`config.mk`:
```
export PLATFORM = sky130hd
export DESIGN_NAME = clk_step_divider_flat
export DESIGN_NICKNAME = d
export VERILOG_FILES = /design/src/rtl/clk_step_divider_if.sv /design/src/rtl/clk_step_divider.sv /design/src/flat_wrapper.sv
export SDC_FILE = /design/constraint.sdc
export NUM_CORES = 1
export LEC_CHECK = 0
export CAP_MARGIN = 20
export CORE_AREA = 2 2 67 69
export DETAILED_ROUTE_END_ITERATION = 6
export DIE_AREA = 0 0 69 71
export HOLD_SLACK_MARGIN = 0.03
export PLACE_DENSITY = 0.76
export SETUP_SLACK_MARGIN = 0.1
export SLEW_MARGIN = 20
export SYNTH_ARGS = -nofsm -noshare
export SYNTH_HDL_FRONTEND = slang
export SYNTH_SLANG_ARGS = --single-unit
```
`constraint.sdc`:
```
create_clock -name clk -period 3.1 [get_ports clk]
set_clock_uncertainty 0.15 [all_clocks]
set_input_delay 0.62 -clock clk [delete_from_list [all_inputs] [get_ports clk]]
set_output_delay 0.62 -clock clk [all_outputs]
set_load 0.05 [all_outputs]
```
`src/rtl/clk_step_divider_if.sv`:
```
// Control and status bundle between the debug/halt logic and the clock divider.
// The master side drives divisor and run control; the slave side returns clock status.
interface clk_step_divider_if #(
    parameter int CNT_W = 16
);
    logic             div_load;
    logic [CNT_W-1:0] div_val;
    logic             fast_mode;
    logic             halt;
    logic             step_req;
    logic             step_ack;
    logic             clk_out;
    logic             tick_rise;
    logic             running;

    modport master (
        output div_load, div_val, fast_mode, halt, step_req,
        input  step_ack, clk_out, tick_rise, running
    );

    modport slave (
        input  div_load, div_val, fast_mode, halt, step_req,
        output step_ack, clk_out, tick_rise, running
    );
endinterface

```
`src/rtl/clk_step_divider.sv`:
```
// Programmable clock-enable divider producing the slow core clock,
// with halt-and-park (clk_out held high) and single-step debug support.
module clk_step_divider #(
    parameter int CNT_W       = 16,
    parameter int DIV_DEFAULT = 5
) (
    input logic               clk,
    input logic               reset,
    clk_step_divider_if.slave bus
);
    localparam logic [1:0] RUN    = 2'd0;
    localparam logic [1:0] PARKED = 2'd1;
    localparam logic [1:0] STEP   = 2'd2;

    localparam logic [CNT_W-1:0] ONE     = CNT_W'(1);
    localparam logic [CNT_W-1:0] DIV_RST = CNT_W'(DIV_DEFAULT);

    logic [1:0]       state;
    logic [1:0]       state_nxt;
    logic [CNT_W-1:0] count;
    logic [CNT_W-1:0] count_nxt;
    logic [CNT_W-1:0] div_reg;
    logic [CNT_W-1:0] eff_div;
    logic             toggle;
    logic             clk_nxt;
    logic             rise_nxt;
    logic             ack_nxt;

    assign eff_div = bus.fast_mode ? '0 : div_reg;
    // Comparing with >= lets a shrinking divisor toggle at once instead of wrapping
    assign toggle  = count >= eff_div;

    always_comb begin
        state_nxt = state;
        count_nxt = count;
        clk_nxt   = bus.clk_out;
        rise_nxt  = 1'b0;
        ack_nxt   = 1'b0;
        unique case (1'b1)
            state == RUN: begin
                if (bus.halt && bus.clk_out) begin
                    state_nxt = PARKED;
                end else if (toggle) begin
                    count_nxt = '0;
                    clk_nxt   = ~bus.clk_out;
                    rise_nxt  = ~bus.clk_out;
                    if (bus.halt && !bus.clk_out) begin
                        state_nxt = PARKED;
                    end
                end else begin
                    count_nxt = count + ONE;
                end
            end
            state == PARKED: begin
                if (!bus.halt) begin
                    state_nxt = RUN;
                    count_nxt = '0;
                end else if (bus.step_req) begin
                    state_nxt = STEP;
                    count_nxt = '0;
                end
            end
            state == STEP: begin
                if (toggle) begin
                    count_nxt = '0;
                    clk_nxt   = ~bus.clk_out;
                    // A step starts high, so its only 0->1 edge is the last one
                    if (!bus.clk_out) begin
                        rise_nxt  = 1'b1;
                        ack_nxt   = 1'b1;
                        state_nxt = bus.halt ? PARKED : RUN;
                    end
                end else begin
                    count_nxt = count + ONE;
                end
            end
            default: begin
                state_nxt = RUN;
                count_nxt = '0;
            end
        endcase
    end

    always_ff @(posedge clk) begin
        if (reset) begin
            state         <= RUN;
            count         <= '0;
            div_reg       <= DIV_RST;
            bus.clk_out   <= 1'b0;
            bus.tick_rise <= 1'b0;
            bus.step_ack  <= 1'b0;
            bus.running   <= 1'b1;
        end else begin
            state         <= state_nxt;
            count         <= count_nxt;
            bus.clk_out   <= clk_nxt;
            bus.tick_rise <= rise_nxt;
            bus.step_ack  <= ack_nxt;
            bus.running   <= state_nxt != PARKED;
            if (bus.div_load) begin
                div_reg <= bus.div_val;
            end
        end
    end
endmodule

```
`src/flat_wrapper.sv`:
```
// flat-port wrapper written by rule: the top's interface ports become plain ports
module clk_step_divider_flat 
#(
    parameter int CNT_W       = 16,
    parameter int DIV_DEFAULT = 5
)
  (clk, reset, bus_div_load, bus_div_val, bus_fast_mode, bus_halt, bus_step_req, bus_step_ack, bus_clk_out, bus_tick_rise, bus_running);
  clk_step_divider_if #(.CNT_W(CNT_W)) bus_i ();
  input logic clk;
  input logic reset;
  input wire logic [$bits(bus_i.div_load)-1:0] bus_div_load;
  input wire logic [$bits(bus_i.div_val)-1:0] bus_div_val;
  input wire logic [$bits(bus_i.fast_mode)-1:0] bus_fast_mode;
  input wire logic [$bits(bus_i.halt)-1:0] bus_halt;
  input wire logic [$bits(bus_i.step_req)-1:0] bus_step_req;
  output wire logic [$bits(bus_i.step_ack)-1:0] bus_step_ack;
  output wire logic [$bits(bus_i.clk_out)-1:0] bus_clk_out;
  output wire logic [$bits(bus_i.tick_rise)-1:0] bus_tick_rise;
  output wire logic [$bits(bus_i.running)-1:0] bus_running;
  assign bus_i.div_load = bus_div_load;
  assign bus_i.div_val = bus_div_val;
  assign bus_i.fast_mode = bus_fast_mode;
  assign bus_i.halt = bus_halt;
  assign bus_i.step_req = bus_step_req;
  assign bus_step_ack = bus_i.step_ack;
  assign bus_clk_out = bus_i.clk_out;
  assign bus_tick_rise = bus_i.tick_rise;
  assign bus_running = bus_i.running;
  clk_step_divider #(.CNT_W(CNT_W), .DIV_DEFAULT(DIV_DEFAULT)) u_core (.clk(clk), .reset(reset), .bus(bus_i));
endmodule
```
# Word level (Yosys, flattened, before mapping)
# Index checks and enable logic that the tools add are counted.
[word_totals]
regBits = 38
input_bits = 22
output_inout_bits = 4
elab_cells = 47
[classes]
n_addsub = 1
order_cmp = 1
n_eq_ne = 5
mux = 23
bitwise = 2
reduce_logical = 8
[op_table]
columns = ["op", "count"]
rows = [
  ["$mux W16", 5],
  ["$pmux W16 S3", 1],
  ["$add A16 B1 Y16 const B", 1],
  ["$ge A16 B16 Y1", 1],
  ["$mux W2", 7],
  ["$mux W1", 7],
  ["$pmux W2 S3", 1],
  ["$pmux W1 S2", 2],
  ["$reduce_and A2 Y1", 2],
  ["$ne A3 B3 Y1 const B", 1],
  ["$eq A2 B1 Y1 const B", 1],
  ["$eq A2 B2 Y1 const B", 1],
  ["$logic_and A1 B1 Y1", 2],
  ["$logic_not A2 Y1", 1],
  ["$ne A2 B1 Y1 const B", 1],
  ["$ne A2 B2 Y1 const B", 1],
  ["$not A1 Y1", 2],
  ["$reduce_bool A2 Y1", 1],
  ["$reduce_or A2 Y1", 1],
  ["$logic_not A1 Y1", 1],
]

# Longest topological paths before layout
[logic_depth]
word_depth = 7
ltp_mapped = 10
depth_no_buf = 8

# Worst setup path before layout
# No wires, ideal clock.
[synth_timing]
path_kind = "input to register"
startpoint = "in bus_fast_mode"
endpoint = "reg u_core.bus.clk_out"
setup_ns = 0.088
t_arrival_ns = 2.646
setup_slack_ns = 0.216
path_stages = 10
n_path_buf = 2
cell_sequence = "clkbuf_1 nand2b_1 ha_1 nand2_2 nor4_2 or4b_1 and3_1 buf_6 o21ba_1 a311oi_2"
[synth_via]
elab_chain_len = 5
[synth_rtl]
columns = ["element", "line", "text"]
rows = [
  ["from (decl)", "flat_wrapper.sv:13", "input wire logic [$bits(bus_i.fast_mode)-1:0] bus_fast_mode;"],
  ["$mux W16 *", "clk_step_divider.sv:29", "assign eff_div = bus.fast_mode ? '0 : div_reg;"],
  ["$ge A16 B16 Y1 *", "clk_step_divider.sv:31", "assign toggle = count >= eff_div;"],
  ["$mux W1 *", "n/a", ""],
  ["$mux W1", "n/a", ""],
  ["$pmux W1 S2 *", "n/a", ""],
  ["to (signal assigned)", "clk_step_divider.sv:96", "bus.clk_out <= clk_nxt;"],
  ["to (decl)", "clk_step_divider_if.sv:23", "output step_ack, clk_out, tick_rise, running"],
]
# Mark *: on every way between the ends. The rest lies on a longest branch, timed or not. The select of a mux whose other input is x is not followed.
# A chain may end at the register's enable or synchronous reset.

# Final worst setup path
# Same ends and word-level chain as after synthesis.

==> summary.txt <==
Chip Width: 69 um
P_leak: 1.01 nW
Slowest stage cell, crit path: or4b_1
Crit-path max cell delay: 480 ps
CP top delay family: simple AND/OR/NAND/NOR gates
Layout cells sized above 1: 0.109
Vias in the first global route: 1519
Clock latency on the worst-skew pair: 300 ps
Global-route wire length before repair: 6.96 mm
Crit-path max FO: 14
Most frequent cells in the layout: dfxtp_1, nor2_1, clkdlybuf4s50_1
CTS H-tree lvls: 2
TritonCTS clock tree: done
Synthesized area per cell: 9.13 um^2
Rel. slew slack: 0.670
Least-Margin Pin Slew: 493 ps
WP depth: 9
First-pass DRT Iterations: 4
Crit path kind: input port to register
Max-Cap Viols: 0
Post-DP Area: 2290 um^2
Synth unique cells: 38
Routed WL: 3.94 mm
Final setup TNS: 0 ps
CP required: 3160 ps
Clk root buf: clkbuf_8
DIE AREA: 4900 um^2
Drt via density: 5.22
Clock Path Buffers: 2
Top Ports: 26
Synth area leader: dfxtp_1
Total gr overflow: 0
Vias post-DR: 1560
Mapped Area: 1950 um^2
Die height: 71 um
Pwr dens: 527 nW/um^2
Hold Vio Cnt, Final: 0
Finished layout cell area: 2440 um^2
Worst reg2reg path depth: 8
DRT antenna net count: 0
ANT cells: 0
Worst Setup SP: bus_fast_mode
Num CTS Buffers: 5
Crit. End Element: register
IO Port Bufs: 25
Largest net degree at the start of global routing: 23
Total setup buffers inserted after CTS: 0
RSZ-0062 raised after global routing: false
Nets@finish: 285
Post-layout min period: 2750 ps
Maximum VDD drop: 407 uV
Fmax: 363 MHz
Final worst-path cycle share: 0.888
Final setup vio count: 0
Core area: 4200 um^2
Starting Density: 0.463
Most common cell after layout, fill and taps aside: dfxtp_1
Gr usage total: 0.177
Worst R2R End: u_core.bus.clk_out
Worst hold path class: register to register
Detail-routed net length per standard cell: 13.2 um
Reg2reg setup slack: 580 ps
Slew Limit Fails: 0
Worst-path clk slew: 70 ps
Clk sinks: 38
Initial antenna violation count: 0
Gate Count Post-Synth: 213
Seq/Total Area, Yosys: 0.391
Synth area leaders: dfxtp_1, ha_1, mux2i_1
Rows: 24
Critical path, cell by cell: clkbuf_2, nand2b_1, ha_1, nand2_2, nor4_4, or4b_1, and3_1, o21ba_1, a311oi_2
Startpoint types: input port
Crit path buffers/inverters: 1
Syn nets: 252
Reg2Reg Launch Point: u_core.div_reg[15]
Worst Path Arrival: 2810 ps
Area growth syn-to-layout: 25.6%
RD Place Congestion: 0.809
Status: finished clean
Post-synth top area share: 0.391
Iter 0 DRT Violations: 64
Hold slack: 323 ps
Synth Register Bits: 38
CP endpoint: u_core.bus.clk_out
Detailed Place HPWL: 2.97 mm
Yosys Warn Count: 0
Tot Pwr: 1.29 mW
DRC errors left: 0
-- stage by stage --
step / setup slack (ps) / cells / utilization
after floorplan: 216 / 213 / -
after global placement: -322 / 291 / 0.545
after detailed placement: -436 / 291 / 0.545
after CTS: 123 / 299 / 0.579
after global routing: 216 / 299 / 0.581
final: 348 / 299 / 0.581
-- kinds of logic (layout without fill, tap and decap cells) --
| kind of cell | count (synthesis) | after routing | share of synthesized area |
|---|---|---|---|
| AOI/OAI and AO/OA | 22 | 22 | 0.0772 |
| xor gates and xnor gates | 14 | 14 | 0.0630 |
| adders and majority gates | 17 | 17 | 0.109 |
| buffers and inverters | 12 | 46 | 0.0289 |
| DFF | 38 | 38 | 0.391 |
| muxes | 16 | 16 | 0.0823 |
| and+or+nand+nor | 94 | 94 | 0.248 |
-- tightest hold or removal path, cell delays in order, from the launching register on --
cell and delay (ps):
dfxtp_1 330, mux2i_1 60, nand2_1 60
-- layout make-up --
class	count	area (um^2)
clock inverter	2	60.1
fill	389	1760
tap	52	65.1
clock buffer	6	82.6
inverter	3	11.3
sequential	38	761
timing repair buffer	35	320
multi-input combinational	163	1140
-- routing by layer --
metal	up-vias	global-route usage	share of wire
li1	798	-	-
met1	731	0.225	0.47
met2	26	0.298	0.49
met3	5	0.0385	0.026
met4	0	0.0654	0.017
met5	-	0	0
-- cells in the mapped netlist --
cell type,count
a22oi_1,1
and4b_1,1
nand2_2,1
ha_1,17
o31ai_1,1
nor2_2,1
nor3b_2,1
o21ai_2,1
a311oi_2,1
o21ba_1,1
o2111a_1,1
clkbuf_1,6
or3b_2,1
nand4_1,6
or4b_1,1
xnor2_1,2
a21oi_1,8
and3_1,3
o21a_1,1
buf_4,1
nor3_1,2
buf_6,1
dfxtp_1,38
nor4_1,2
nor2_1,35
or3b_1,1
nand3_1,6
buf_1,1
nand2b_1,18
inv_1,3
nor4_2,1
mux2i_1,16
xor2_1,12
o21ai_0,5
o2111ai_1,1
a2111oi_0,1
nor2b_1,1
nand2_1,13
-- timing repair --
action / CTS / global route
gates resized for setup: 1 / 4
endpoints found under the setup margin: 21 / 20
hold buffers: 0 / 0
hold endpoints to repair: 0 / 0
pin swaps: 0 / 0
-- report_power, final --
group | internal, mW | switching, mW
combinational | 0.112 | 0.109
sequential | 0.516 | 0.0284
clock | 0.343 | 0.179
total | 0.972 | 0.317
-- worst min path at each step --
stage / startpoint / endpoint / cells after the start
finish: u_core.div_reg[0] / u_core.div_reg[0] / 2
global route: u_core.div_reg[0] / u_core.div_reg[0] / 2
CTS: u_core.div_reg[0] / u_core.div_reg[0] / 2
detailed placement: u_core.div_reg[0] / u_core.div_reg[0] / 2
global placement: u_core.div_reg[0] / u_core.div_reg[0] / 2
floorplan: u_core.div_reg[0] / u_core.div_reg[0] / 2
No activity file was read; power rests on OpenSTA's default activity.
